`src/rtl/serial_adder_pkg.sv`:
```
// Shared types and constants for the bit-serial adder.
package serial_adder_pkg;

  typedef enum logic [1:0] {
    IDLE = 2'd0,
    BUSY = 2'd1,
    DONE = 2'd2
  } state_t;

  localparam int WIDTH_MIN = 2;
  localparam int WIDTH_MAX = 32;

endpackage

```
`src/rtl/serial_adder_full_adder.sv`:
```
// One-bit full adder built from two half-adder cells and an OR of their carries.
// The half-adder cell is included here so the slice builds standalone.
module HalfAdder (
  input  logic a,
  input  logic b,
  output logic carry,
  output logic sum
);

  assign sum   = a ^ b;
  assign carry = a & b;

endmodule

module full_adder (
  input  logic a,
  input  logic b,
  input  logic cin,
  output logic cout,
  output logic sum
);

  logic c1_s;
  logic s1_s;
  logic c2_s;

  HalfAdder u_ha_ab (
    .a     (a),
    .b     (b),
    .carry (c1_s),
    .sum   (s1_s)
  );

  HalfAdder u_ha_cin (
    .a     (s1_s),
    .b     (cin),
    .carry (c2_s),
    .sum   (sum)
  );

  assign cout = c1_s | c2_s;

endmodule

```
`src/rtl/serial_adder.sv`:
```
// Bit-serial WIDTH-bit adder: one full-adder cell plus a carry flop, LSB first,
// with ready/valid handshakes on operand and result sides.
module serial_adder
  import serial_adder_pkg::*;
#(
  parameter int WIDTH = 8
) (
  input  logic             clk,
  input  logic             rst,
  input  logic             in_valid,
  output logic             in_ready,
  input  logic [WIDTH-1:0] a,
  input  logic [WIDTH-1:0] b,
  input  logic             cin,
  output logic             out_valid,
  input  logic             out_ready,
  output logic [WIDTH-1:0] sum,
  output logic             cout,
  output logic             busy
);

  localparam int CNT_W = $clog2(WIDTH);
  localparam logic [CNT_W-1:0] CNT_LAST = CNT_W'(WIDTH - 1);

  state_t           state_r;
  logic [WIDTH-1:0] a_sh_r;
  logic [WIDTH-1:0] b_sh_r;
  logic [WIDTH-1:0] sum_sh_r;
  logic             carry_r;
  logic [CNT_W-1:0] cnt_r;
  logic [WIDTH-1:0] sum_r;
  logic             cout_r;
  logic             in_ready_r;
  logic             out_valid_r;
  logic             busy_r;

  logic             fa_sum_s;
  logic             fa_cout_s;

  full_adder u_fa (
    .a    (a_sh_r[0]),
    .b    (b_sh_r[0]),
    .cin  (carry_r),
    .cout (fa_cout_s),
    .sum  (fa_sum_s)
  );

  // Control FSM, operand/sum shift registers and registered handshake outputs.
  // The visible sum/cout are separate registers so the shifting partial sum
  // never leaks out, and the previous result stays visible through IDLE/BUSY.
  always_ff @(posedge clk or posedge rst) begin
    if (rst) begin
      state_r     <= IDLE;
      a_sh_r      <= '0;
      b_sh_r      <= '0;
      sum_sh_r    <= '0;
      carry_r     <= 1'b0;
      cnt_r       <= '0;
      sum_r       <= '0;
      cout_r      <= 1'b0;
      in_ready_r  <= 1'b1;
      out_valid_r <= 1'b0;
      busy_r      <= 1'b0;
    end else begin
      case (state_r)
        IDLE: begin
          if (in_valid) begin
            a_sh_r     <= a;
            b_sh_r     <= b;
            carry_r    <= cin;
            cnt_r      <= '0;
            state_r    <= BUSY;
            in_ready_r <= 1'b0;
            busy_r     <= 1'b1;
          end
        end
        BUSY: begin
          a_sh_r   <= a_sh_r >> 1;
          b_sh_r   <= b_sh_r >> 1;
          sum_sh_r <= {fa_sum_s, sum_sh_r[WIDTH-1:1]};
          carry_r  <= fa_cout_s;
          if (cnt_r == CNT_LAST) begin
            cnt_r       <= '0;
            sum_r       <= {fa_sum_s, sum_sh_r[WIDTH-1:1]};
            cout_r      <= fa_cout_s;
            state_r     <= DONE;
            busy_r      <= 1'b0;
            out_valid_r <= 1'b1;
          end else begin
            cnt_r <= cnt_r + CNT_W'(1);
          end
        end
        DONE: begin
          if (out_ready) begin
            state_r     <= IDLE;
            out_valid_r <= 1'b0;
            in_ready_r  <= 1'b1;
          end
        end
        default: begin
          state_r     <= IDLE;
          cnt_r       <= '0;
          in_ready_r  <= 1'b1;
          out_valid_r <= 1'b0;
          busy_r      <= 1'b0;
        end
      endcase
    end
  end

  assign in_ready  = in_ready_r;
  assign out_valid = out_valid_r;
  assign busy      = busy_r;
  assign sum       = sum_r;
  assign cout      = cout_r;

endmodule

```
`config.mk`:
```
export PLATFORM = sky130hd
export DESIGN_NAME = serial_adder
export DESIGN_NICKNAME = d
export VERILOG_FILES = /design/src/rtl/serial_adder_pkg.sv /design/src/rtl/serial_adder_full_adder.sv /design/src/rtl/serial_adder.sv
export SDC_FILE = /design/constraint.sdc
export NUM_CORES = 1
export LEC_CHECK = 0
export ABC_CLOCK_PERIOD_IN_PS = 3700
export CORE_MARGIN = 5
export CORE_UTILIZATION = 50
export CTS_BUF_LIST = sky130_fd_sc_hd__clkbuf_2 sky130_fd_sc_hd__clkbuf_4 sky130_fd_sc_hd__clkbuf_8
export DETAILED_ROUTE_END_ITERATION = 8
export PLACE_DENSITY_LB_ADDON = 0.08
export SYNTH_ARGS = -nofsm -noshare
export SYNTH_HDL_FRONTEND = slang
export SYNTH_SLANG_ARGS = --single-unit
```
`constraint.sdc`:
```
create_clock -name clk -period 3.7 [get_ports clk]
set_input_delay 0.37 -clock clk [delete_from_list [all_inputs] [get_ports clk]]
set_output_delay 0.37 -clock clk [all_outputs]
set_load 0.02 [all_outputs]
```
=== After elaboration in Yosys (flattened, before gate mapping) ===
Index checks and enable logic that the tools add are counted.

* Flip-flop bits (word level): 42
* Input bits: 21
* Output and inout port bits: 12
* Word-level logic and storage cells: 57

* Add/sub/neg operators: 1
* Equality and inequality tests: 6
* Mux-type cells: 22
* Bitwise logic cells: 8
* Reduce and logical (&&, ||, !) cells: 9

{| class="wikitable"
|+ Operator list
! kind !! count
|-
| $pmux 8 s2 || 2
|-
| $mux 8 || 2
|-
| $reduce_and 3->1 || 4
|-
| $pmux 1 s3 || 3
|-
| $pmux 3 s3 || 1
|-
| $mux 1 || 7
|-
| $mux 2 || 3
|-
| $mux 3 || 2
|-
| $ne 2x2->1 const B || 3
|-
| $pmux 2 s3 || 1
|-
| $reduce_and 2->1 || 3
|-
| $add 3x1->3 const B || 1
|-
| $eq 3x3->1 const B || 1
|-
| $not 1->1 || 3
|-
| $and 1x1->1 || 2
|-
| $eq 2x1->1 const B || 1
|-
| $eq 2x2->1 const B || 1
|-
| $logic_not 2->1 || 1
|-
| $pmux 1 s2 || 1
|-
| $reduce_bool 2->1 || 1
|-
| $xor 1x1->1 || 2
|-
| $or 1x1->1 || 1
|}

=== Longest topological paths before layout ===
* Depth in word-level cells: 4
* Gate-level depth with buffers: 5
* Gate-level depth less buffers: 4

=== Modules after synthesis ===
Synthesis repeated with hierarchy kept, for this count alone.

* Cells, all modules: 152
* Area total of the unflattened synthesis: 1,793.0 um^2

{| class="wikitable"
|+ By module, submodules not included
! module !! times used !! cells each !! area each (um^2) !! sequential area each (um^2)
|-
| serial_adder || 1 || 149 || 1,761.7 || 1,027.2
|-
| HalfAdder || 2 || 1 || 12.5 || 0.0
|-
| full_adder || 1 || 1 || 6.3 || 0.0
|}

=== Worst setup path before layout ===
Ideal clock, no wire load.

* Kind: register -> register
* Start: reg cnt_r[0]
* End: reg cout_r, in the netlist cout
* Library setup time: 0.125 ns
* Data arrival time: 1.245 ns
* Data required time: 3.575 ns
* Slack: 2.330 ns
* Cell stages (with the launch flop): 5
* Buffers on the path: 0
* Period minus slack after synthesis: 1.370 ns
* Cell sequence: dfrtp_1 -> ha_1 -> ha_1 -> nand2_4 -> mux2_2

* Longest elaborated chain between the ends: 2

{| class="wikitable"
|+ RTL lines
! what !! RTL line !! RTL
|-
| from (decl) || serial_adder.sv:30 || <nowiki>logic [CNT_W-1:0] cnt_r;</nowiki>
|-
| from (signal assigned) || serial_adder.sv:90 || <nowiki>cnt_r <= cnt_r + CNT_W'(1);</nowiki>
|-
| $eq 3x3->1 || serial_adder.sv:82 || <nowiki>if (cnt_r == CNT_LAST) begin</nowiki>
|-
| $reduce_and 2->1 (no source line) || n/a ||
|-
| to (signal assigned) || serial_adder.sv:85 || <nowiki>cout_r <= fa_cout_s;</nowiki>
|-
| to (decl) || serial_adder.sv:32 || <nowiki>logic cout_r;</nowiki>
|}

No other way between the ends.
A chain may end at the register's enable or synchronous reset.

=== Final worst setup path ===
* Start: in in_valid
* End: reg b_sh_r[4]

* Longest elaborated chain between the ends: 2

{| class="wikitable"
|+ RTL lines
! what !! RTL line !! RTL
|-
| from (decl) || serial_adder.sv:10 || <nowiki>input logic in_valid,</nowiki>
|-
| $ne 2x2->1 (no source line) || n/a ||
|-
| $reduce_and 2->1 (no source line) || n/a ||
|-
| to (signal assigned) || serial_adder.sv:79 || <nowiki>b_sh_r <= b_sh_r >> 1;</nowiki>
|-
| to (decl) || serial_adder.sv:27 || <nowiki>logic [WIDTH-1:0] b_sh_r;</nowiki>
|}

No other way between the ends.

==> flow_summary_export.csv <==
group,metric,value,unit
clock_network,cts.htree.levels,2,
clock_network,cts_resized,0,
sta,setup_viol,0,
run_status,status,"completed",
worst_setup_path,arrival,2.20,ns
placed_design,dp_slack,1.47,ns
layout,multi_input_area,688,sq um
route,dr_wl_met3,146,um
route,wl_met2,1.60,mm
worst_setup_path,cp_slowest_cell,"clkdlybuf4s50_1",
placed_design,place.gp.congestion,0.755,
yosys,netlist_top_cells_area,"dfrtp_1 56%, mux2_2 6.3%, o221a_2 6.3%, nand2_1 5.0%, nand3b_1 4.2%",
worst_setup_path,worstSetupStartpointType,"primary input",
pwr,ir_worst_vdd,350,uV
route,wl_per_cell,14.4,um
sta,finalCritPeriodShare,51.8,%
worst_setup_path,cp_cell_sequence,"clkdlybuf4s50_1, nor2_1, nor2_2, o221a_2",
layout,n_fill_cell,277,
route,viasPerCell,5.39,
grt,grt_start_max_net_pins,42,
sta,clock.fmax,522,MHz
yosys,syn_area,1800,sq um
grt,grt-ovfl-total,0,
clock_network,cts_tree,"yes",
placed_design,hpwlAfterDp,2.35,mm
route,drt-total-wl,3.37,mm
yosys,synth_largest_area_cell,"dfrtp_1",
yosys,yosysTopAreaCellShare,55.7,%
job,drv_cap,0,
clock_network,numCtsBuffers,5,
sta,final.min_clock_period,1.92,ns
grt,grt_pass1_vias,1289,
layout,regArea,1030,sq um
sta,clock-skew-final,0.00666,ns
layout,antenna_cells_inserted,0,
floorplan,io_pins,33,
route,m1WireLength,1.57,mm
worst_setup_path,slowest_delay,0.91,ns
worst_setup_path,end_kind,"flop",
clock_network,cts_max_path_buffers,2,
sta,grt_setup_unrepaired,"no",
yosys,synth_nets,180,
yosys,ys_warn_count,0,
clock_network,postCtsSetupBuffers,0,
route,drtAntennaViolNets,0,
grt,gr-usage-all-layers,15.1,%
pwr,powerDensity,809,nW/um^2
worst_setup_path,rrSetupSlack,1.87,ns
sta,slew_violations,0,
grt,grt_pass1_wl,5.91,mm
sta,max-slew-margin-rel,37.3,%
sta,worst_pin_slew,0.936,ns
layout,drive_gt1_share,17.0,%
route,routed-via-count,1261,
clock_network,clk_pin_slew,0.12,ns
placed_design,io_buffer_count,32,
yosys,ys_seq_elements,41,
layout,syn_to_final_growth,23.8,%
floorplan,die_area,4890,sq um
floorplan,rows,21,
yosys,syn_area_per_cell,11.5,sq um
yosys,syn_inst,156,
clock_network,postCtsHoldBufs,0,
clock_network,insertion_delay,0.34,ns
sta,fin_ws,1.78,ns
floorplan,start_util,52.6,%
route,firstDrtPassIters,4,
sta,hold_violations,0,
worst_setup_path,critical_path.max_fanout,20,
route,drc,0,
worst_setup_path,timing_worst_setup_path_type,"in2reg",
route,top_layer,"met4",
worst_setup_path,required,3.98,ns
pwr,leakagePower,0.999,nW
layout,num-nets-final,211,
clock_network,clockRootBuffer,"clkbuf_4",
min_path,hp-class,"in2async",
clock_network,cts.sinks,41,
floorplan,dieWidth,69.9,um
floorplan,design.core.area,3420,sq um
route,drt_iter0_drc,70,
yosys,yosys.cell_types.count,24,
grt,antenna_found_initial,0,
floorplan,die_y,69.9,um
worst_setup_path,r2r_start,"state_r[0]",
sta,timing.setup.tns,0,ns
yosys,ys_seq_area_share,57.2,%
worst_setup_path,r2r-end,"a_sh_r[4]",
worst_setup_path,reg2regPathDepth,3,
## report_power, final
group / internal [W] / switching, W
sequential: 0.000649 / 0.000139
combinational: 0.000363 / 0.000340
clock: 0.000169 / 0.000139
total: 0.00118 / 0.000618
## metrics by stage
stage	cells	hold WS, ns	area, sq um	util (%)	power (W)
5_1_grt	234	0.488	2220	65.1	0.00194
2_1_floorplan	156	0.442	1800	-	0.00129
3_3_place_gp	226	0.457	2130	62.5	0.00147
4_1_cts	234	0.451	2220	65.1	0.00182
3_5_place_dp	226	0.460	2130	62.5	0.00151
6_report	234	0.445	2220	65.1	0.00180
## sequential cells by signal (all words and copies together), names as in the netlist
| name | count |
|---|---|
| in_ready | 1 |
| a_sh_r | 8 |
| out_valid | 1 |
| sum | 8 |
| state_r | 2 |
| busy | 1 |
| cout | 1 |
| cnt_r | 3 |
| b_sh_r | 8 |
| sum_sh_r | 7 |
| carry_r | 1 |
## cell usage in the layout, fill, tap and decap left out, types with 2 or more instances in the layout
master           instances
clkbuf_4                 6
ha_1                     2
nand2b_1                 3
o21ai_0                  3
a21oi_1                  4
o221a_2                 10
nor2_1                  10
dfrtp_1                 40
o21a_1                   5
mux2_2                  10
inv_1                    9
nand2_1                 24
a32oi_1                  5
nand3b_1                10
a22o_1                   5
clkdlybuf4s50_1         32
## routing by layer
metal	vias to the layer above	global-route usage, %
li1	608	-
met1	613	19.3
met2	33	23.9
met3	7	4.88
met4	0	5.74
met5	-	0
## cell usage after synthesis
| library cell | count |
|---|---|
| o21a_1 | 5 |
| and2b_1 | 1 |
| a21oi_1 | 4 |
| o221a_2 | 10 |
| and3_1 | 1 |
| inv_1 | 9 |
| mux2_2 | 10 |
| buf_1 | 1 |
| dfstp_2 | 1 |
| a22o_1 | 5 |
| nand2_1 | 24 |
| buf_2 | 7 |
| ha_1 | 2 |
| buf_4 | 1 |
| o21ai_0 | 3 |
| nor2_2 | 1 |
| nand2_4 | 1 |
| a32oi_1 | 5 |
| fa_1 | 1 |
| nand2b_1 | 3 |
| nor2_1 | 10 |
| dfrtp_1 | 40 |
| nand3b_1 | 10 |
| nor3_1 | 1 |
## cell families after synthesis
logic type                 share of synthesized area [%]
adders and majority gates                           2.51
buffers and inverters                               4.46
and+or+nand+nor                                     14.4
muxes                                               6.27
AOI/OAI and AO/OA                                   15.2
DFF                                                 57.2
## how the worst max path moves through the flow
stage                    start        end  slack [ns]
global route        state_r[0]  a_sh_r[6]        1.67
detailed placement    in_valid  b_sh_r[0]        1.47
CTS                   in_ready   in_ready        1.80
floorplan             cnt_r[0]       cout        2.33
global placement      in_valid  b_sh_r[0]        1.55
finish                in_valid  b_sh_r[4]        1.78
## layout make-up
class	count	area share [%]
clock inverters	1	1.35
flip-flops and latches	41	46.2
multi-input cells	97	31.0
well taps	46	2.59
inverters	9	1.52
repair buffers	33	14.7
clock buffers	7	2.64
## worst max-delay path, delay by kind of cell
kind	cells	cell delay (ns)
buffers and inverters	1	0.91
AOI/OAI and AO/OA	1	0.29
and+or+nand+nor	2	0.63
No activity file was read; power rests on OpenSTA's default activity.
